$ cat src/rtl/gp_delay_pkg.sv
// ============================================================================
// Module      : gp_delay_pkg
// Description : Shared state encoding and edge-mode constants for the delay counter.
// Revision    : 1.0 - initial release
// ============================================================================
`default_nettype none

package gp_delay_pkg;

  typedef enum logic [0:0] {
    IDLE  = 1'b0,
    COUNT = 1'b1
  } state_e;

  localparam logic [1:0] EDGE_RISE = 2'd0;
  localparam logic [1:0] EDGE_FALL = 2'd1;
  localparam logic [1:0] EDGE_BOTH = 2'd2;

endpackage

`default_nettype wire

$ cat src/rtl/gp_edge_qual.sv
// ============================================================================
// Module      : gp_edge_qual
// Description : Registers IN and strobes when a transition matches the edge mode.
// Revision    : 1.0 - initial release
// ============================================================================
`default_nettype none

module gp_edge_qual #(
  parameter logic [1:0] EDGE_MODE = 2'd0,
  parameter logic       INIT      = 1'b0
) (
  input  logic clk_i,
  input  logic rst_i,
  input  logic in_i,
  output logic qual_o
);
  import gp_delay_pkg::*;

  logic in_q;

  always_ff @(posedge clk_i or posedge rst_i) begin
    if (rst_i) begin
      in_q <= INIT;
    end else begin
      in_q <= in_i;
    end
  end

  // Strobe is combinational so the edge is acted on by the clock that samples it.
  always_comb begin
    qual_o = 1'b0;
    case (EDGE_MODE)
      EDGE_RISE: qual_o = in_i & ~in_q;
      EDGE_FALL: qual_o = ~in_i & in_q;
      EDGE_BOTH: qual_o = in_i ^ in_q;
      default:   qual_o = 1'b0;
    endcase
  end

endmodule

`default_nettype wire

$ cat src/rtl/gp_delay_counter.sv
// ============================================================================
// Module      : gp_delay_counter
// Description : Retriggerable edge-to-level delay line with freeze (KEEP) input.
//               Optional glitch filter: define GP_DELAY_GLITCH_FILTER_EN.
// Revision    : 1.0 - initial release
// ============================================================================
`default_nettype none

module gp_delay_counter #(
  parameter int unsigned COUNT_WIDTH = 8,
  parameter int unsigned DELAY_COUNT = 10,
  parameter logic [1:0]  EDGE_MODE   = 2'd0,
  parameter logic        INIT        = 1'b0
) (
  input  logic                   CLK,
  input  logic                   RST,
  input  logic                   IN,
  input  logic                   KEEP,
  output logic                   OUT,
  output logic                   POUT,
  output logic                   BUSY,
  output logic [COUNT_WIDTH-1:0] COUNT
);
  import gp_delay_pkg::*;

  localparam logic [COUNT_WIDTH-1:0] c_LOAD = COUNT_WIDTH'(DELAY_COUNT);
  localparam logic [COUNT_WIDTH-1:0] c_ONE  = COUNT_WIDTH'(1);

  if (DELAY_COUNT == 0 || 64'(DELAY_COUNT) >= (64'd1 << COUNT_WIDTH)) begin : g_bad_delay
    $error("gp_delay_counter: DELAY_COUNT outside 1..2^COUNT_WIDTH-1");
  end
  if (EDGE_MODE > EDGE_BOTH) begin : g_bad_edge_mode
    $error("gp_delay_counter: EDGE_MODE must be 0, 1 or 2");
  end

  gp_delay_pkg::state_e   state_q, state_d;
  logic [COUNT_WIDTH-1:0] count_q, count_d;
  logic                   target_q, target_d;
  logic                   out_q, out_d;
  logic                   pout_q, pout_d;
  logic                   w_qual;
  logic                   w_abort;

  gp_edge_qual #(
    .EDGE_MODE (EDGE_MODE),
    .INIT      (INIT)
  ) u_edge_qual (
    .clk_i  (CLK),
    .rst_i  (RST),
    .in_i   (IN),
    .qual_o (w_qual)
  );

`ifdef GP_DELAY_GLITCH_FILTER_EN
  assign w_abort = (IN == out_q);
`else
  assign w_abort = 1'b0;
`endif

  always_ff @(posedge CLK or posedge RST) begin
    if (RST) begin
      state_q  <= gp_delay_pkg::IDLE;
      count_q  <= '0;
      target_q <= INIT;
      out_q    <= INIT;
      pout_q   <= 1'b0;
    end else begin
      state_q  <= state_d;
      count_q  <= count_d;
      target_q <= target_d;
      out_q    <= out_d;
      pout_q   <= pout_d;
    end
  end

  always_comb begin
    state_d  = state_q;
    count_d  = count_q;
    target_d = target_q;
    out_d    = out_q;
    pout_d   = 1'b0;
    case (state_q)
      gp_delay_pkg::IDLE: begin
        count_d = '0;
        if (w_qual) begin
          count_d  = c_LOAD;
          target_d = IN;
          state_d  = gp_delay_pkg::COUNT;
        end
      end
      gp_delay_pkg::COUNT: begin
        // Abort beats retrigger, which beats KEEP and the terminal-count update.
        if (w_abort) begin
          count_d = '0;
          state_d = gp_delay_pkg::IDLE;
        end else if (w_qual) begin
          count_d  = c_LOAD;
          target_d = IN;
        end else if (!KEEP) begin
          if (count_q == c_ONE) begin
            count_d = '0;
            out_d   = target_q;
            pout_d  = 1'b1;
            state_d = gp_delay_pkg::IDLE;
          end else begin
            count_d = count_q - c_ONE;
          end
        end
      end
      default: begin
        count_d = '0;
        state_d = gp_delay_pkg::IDLE;
      end
    endcase
  end

  assign OUT   = out_q;
  assign POUT  = pout_q;
  assign BUSY  = (state_q == gp_delay_pkg::COUNT);
  assign COUNT = count_q;

endmodule

`default_nettype wire

$ cat config.mk
export PLATFORM = sky130hd
export DESIGN_NAME = gp_delay_counter
export DESIGN_NICKNAME = d
export VERILOG_FILES = /design/src/rtl/gp_delay_pkg.sv /design/src/rtl/gp_edge_qual.sv /design/src/rtl/gp_delay_counter.sv
export SDC_FILE = /design/constraint.sdc
export NUM_CORES = 1
export LEC_CHECK = 0
export BUFFER_PORTS_ARGS = -buffer_cell sky130_fd_sc_hd__buf_4
export CORE_UTILIZATION = 30
export CTS_BUF_LIST = sky130_fd_sc_hd__clkbuf_8
export DETAILED_ROUTE_END_ITERATION = 10
export GPL_TIMING_DRIVEN = 0
export PLACE_DENSITY = 0.59
export SYNTH_ARGS = -nofsm -noshare
export SYNTH_HDL_FRONTEND = slang
export SYNTH_HIERARCHICAL = 1
export SYNTH_SLANG_ARGS = --single-unit
$ cat constraint.sdc
create_clock -name CLK -period 4.95 [get_ports CLK]
set_input_delay 0.2475 -clock CLK [delete_from_list [all_inputs] [get_ports CLK]]
set_output_delay 0.2475 -clock CLK [all_outputs]
set_load 0.01 [all_outputs]
==> run summary <==
outcome: finished, final reports clean
length of the first detailed-routing pass in iterations: 4
clock slew seen by the registers of the worst setup and hold paths: 0.05 ns
Synth Net Count: 73
Syn Inst Count: 67
Vias per Instance: 5.07
via count: 578
max incr delay on CP: 0.43 ns
met3 wire length: 82 um
DP Worst Slack: 2.94 ns
Setup Skew: 0.00341 ns
r2r endpoint: OUT
flop-to-flop setup slack: 2.95 ns
port bufs: 14
Seq pwr share: 40.9%
sequential fraction of the synthesis area: 46.8%
DR WL met2: 663 um
Overflow after GRT: 0
max-slew headroom at the worst pin: 67.9%
r2r worst-path depth: 6
metal1 wirelength: 658 um
combinational family with the most area after synthesis: simple AND/OR/NAND/NOR gates
crit-path max FO: 9
final WL: 1420 um
cts bufs inserted: 3
die span in y: 50.1 um
GPL Wtd Cong: 0.794
Hold Vio Cnt, Final: 0
Post-Syn Area: 694 um^2
Yosys cell types: 31
clock tree from TritonCTS: yes
Clk Tree Root Cell: clkbuf_8
Hold Startpoint: IN
Clk Latency, worst-skew pair: 0.24 ns
Cell Chain, Critical Path: inv_1 > ha_1 > or3b_1 > clkbuf_1 > nor4_4 > mux2_1
net switching fraction of the power: 36.4%
complex-gate fraction of the synthesized area: 16.8%
Post-route DRC: 0
first-pass GRT wire length: 2470 um
ANT cells: 0
max layer used: met4
Min-Delay Endpoint: u_edge_qual/in_q
Synth Area per Inst: 10.4 um^2
share of layout cells above drive strength 1: 25.6%
Bufs on Longest Clock Path: 2
final setup margin: 2.95 ns
minimum clock period: 2.00 ns
IO Pins: 15
post-DP HPWL: 1030 um
Max rail drop VDD: 0.000260 V
CP required: 5.08 ns
max-cap violation count: 0
PwrDens: 459 mW/mm^2
RSZ-0062 raised after global routing: false
Setup Viol. Count Final: 0
pin count of the biggest net entering global routing: 13
area post-placement: 835 um^2
cell internal pwr: 0.000259 W
Sink Count: 13
Yosys reg bits: 13
Net Switching: 0.000149 W
Syn. warnings: 6
Synth Area in XOR/XNOR: 0%
slew of the pin with the lowest slew margin: 0.481 ns
initial drt markers: 19
Clock Power Share: 22.9%
max-slew violation count: 0
placed cell count: 109
initial antenna violation count: 0
Fill cells: 223
worst r2r src: COUNT[1]
setup TNS: 0 ns
CP endpoint kind: flip-flop
CTS resizes: 0
Area growth, synth to finish: 28.1%
Max Clock Freq: 501 MHz
vias in the first global route: 545
crit path kind: flip-flop to flip-flop
H-tree depth: 1
die area: 0.00251 mm^2
Non-Filler Instances: 114
Gate power share: 36.2%
critical path startpoint category: flip-flop
Simple-Gate Fraction of Synth Area: 22.7%
DR WL/cell: 12.5 um
Initial Util: 31.7%
remaining antenna violation count: 0
GR Util All Layers: 13.0%
Critical-path top delay cell: dfrtp_1
WHS Path Cells: 1
Adder-Cell Fraction of Synth Area: 3.60%
final instance area: 890 um^2
post-synthesis mux area share: 4.68%
Final nets: 93
Worst EP arrival: 2.12 ns
total power: 0.000408 W
Row Count: 17
Min-Delay Path Class: input port to flip-flop
FF/Latch Area: 325 um^2
Tcrit/Tclk final: 40.3%
Core ar.: 0.00219 mm^2
leakage: 0.403 nW
Horiz. Die Dim: 50.1 um
footprint of the multi-input gates: 332 um^2
[through the flow]
step	hold slack, ns	utilization, %
global placement	0.0991	38.1
global route	0.123	40.6
floorplan	-0.0238	-
finish	0.129	40.6
detailed placement	0.103	38.1
CTS	0.124	40.6
[layout make-up]
| class | count | area share, % |
|---|---|---|
| sequential | 13 | 36.6 |
| inverter | 5 | 2.11 |
| clock inverter | 1 | 0.422 |
| timing repair buffer | 15 | 12.9 |
| multi-input combinational | 46 | 37.3 |
| buffer | 3 | 2.11 |
| tap | 28 | 3.94 |
| clock buffer | 3 | 4.64 |
[cell usage after synthesis]
master     n  area share, %
dfrtp_1   13             47
nor3_1     1           0.72
nand4_1    1           0.90
o21ai_0    6            4.3
nor3b_1    1            1.1
nand2b_1   2            1.8
or4b_1     1            1.4
mux2_2     1            1.6
mux2i_1    1            1.4
or4_4      1            1.6
or3b_1     1            1.3
ha_1       2            3.6
nor4_4     1            3.1
nand2_1    4            2.2
a31oi_1    1           0.90
nor2b_4    1            2.0
nor4_1     2            1.8
buf_6      1            1.6
a21oi_1    4            2.9
or4_1      1            1.1
o31ai_1    2            2.2
mux2_1     1            1.6
o21ai_1    1           0.72
o311ai_1   2            2.5
nand4b_1   1            1.3
nor2_1     3            1.6
o211ai_1   2            2.2
a21o_1     1            1.1
inv_1      5            2.7
nor2b_1    1           0.90
clkbuf_1   2            1.1
[logic make-up after synthesis]
kind of cell | count (synthesis)
AO/OA/AOI/OAI | 19
adder cells (fa/ha/maj) | 2
buffers and inverters | 8
flip-flops | 13
multiplexers | 3
AND/OR/NAND/NOR | 22
[cell usage in the layout, fill, tap and decap left out]
cell and count:
a21o_1 1, a21oi_1 4, a31oi_1 1, buf_4 14, buf_6 1, clkbuf_1 2
clkbuf_8 3, dfrtp_1 13, dlygate4sd3_1 1, ha_1 2, inv_1 6, mux2_1 1
mux2_2 1, mux2i_1 1, nand2_1 4, nand2b_1 2, nand4_1 1, nand4b_1 1
nor2_1 3, nor2b_1 1, nor2b_4 1, nor3_1 1, nor3b_1 1, nor4_1 2
nor4_4 1, o211ai_1 2, o21ai_0 6, o21ai_1 1, o311ai_1 2, o31ai_1 2
or3b_1 1, or4_1 1, or4_4 1, or4b_1 1
[state kept, by name, indices dropped and copies added (netlist names)]
| register | flops |
|---|---|
| POUT | 1 |
| target_q | 1 |
| u_edge_qual/in_q | 1 |
| COUNT | 8 |
| OUT | 1 |
| BUSY | 1 |
[worst max-delay path: cells and delay by family, from the launching register on]
kind | cells | cell delay, ns
buf+inv | 2 | 0.34
flops | 1 | 0.43
mux | 1 | 0.34
simple gates | 2 | 0.62
fa+ha+maj | 1 | 0.15
[worst max path at each step]
stage / startpoint / slack, ns / cells after the start / endpoint
2_1_floorplan: COUNT[1] / 3.09 / 6 / OUT
3_3_place_gp: COUNT[1] / 2.97 / 6 / OUT
3_5_place_dp: COUNT[1] / 2.94 / 6 / OUT
4_1_cts: COUNT[1] / 2.93 / 6 / OUT
5_1_grt: COUNT[1] / 2.83 / 6 / OUT
6_report: COUNT[1] / 2.95 / 6 / OUT
[power groups by stage]
stage          logic [W]  registers (W)  clock network, W
4_1_cts         0.000149       0.000167         0.0000962
5_1_grt         0.000164       0.000173          0.000101
3_5_place_dp    0.000148       0.000168                 0
3_3_place_gp    0.000147       0.000167                 0
2_1_floorplan  0.0000835       0.000172                 0
6_report        0.000148       0.000167         0.0000936
[metal layers]
metal | vias to the layer above | GRT usage (%)
met5 | - | 0
met4 | 0 | 2.86
met3 | 2 | 4.94
met2 | 13 | 21.1
met1 | 277 | 16.2
li1 | 286 | -
[timing repair]
action / CTS / global route
hold buffers: 1 / 0
endpoints found under the hold margin: 1 / 0
setup buffers: 0 / 0
(Power assumes the default switching activity.)
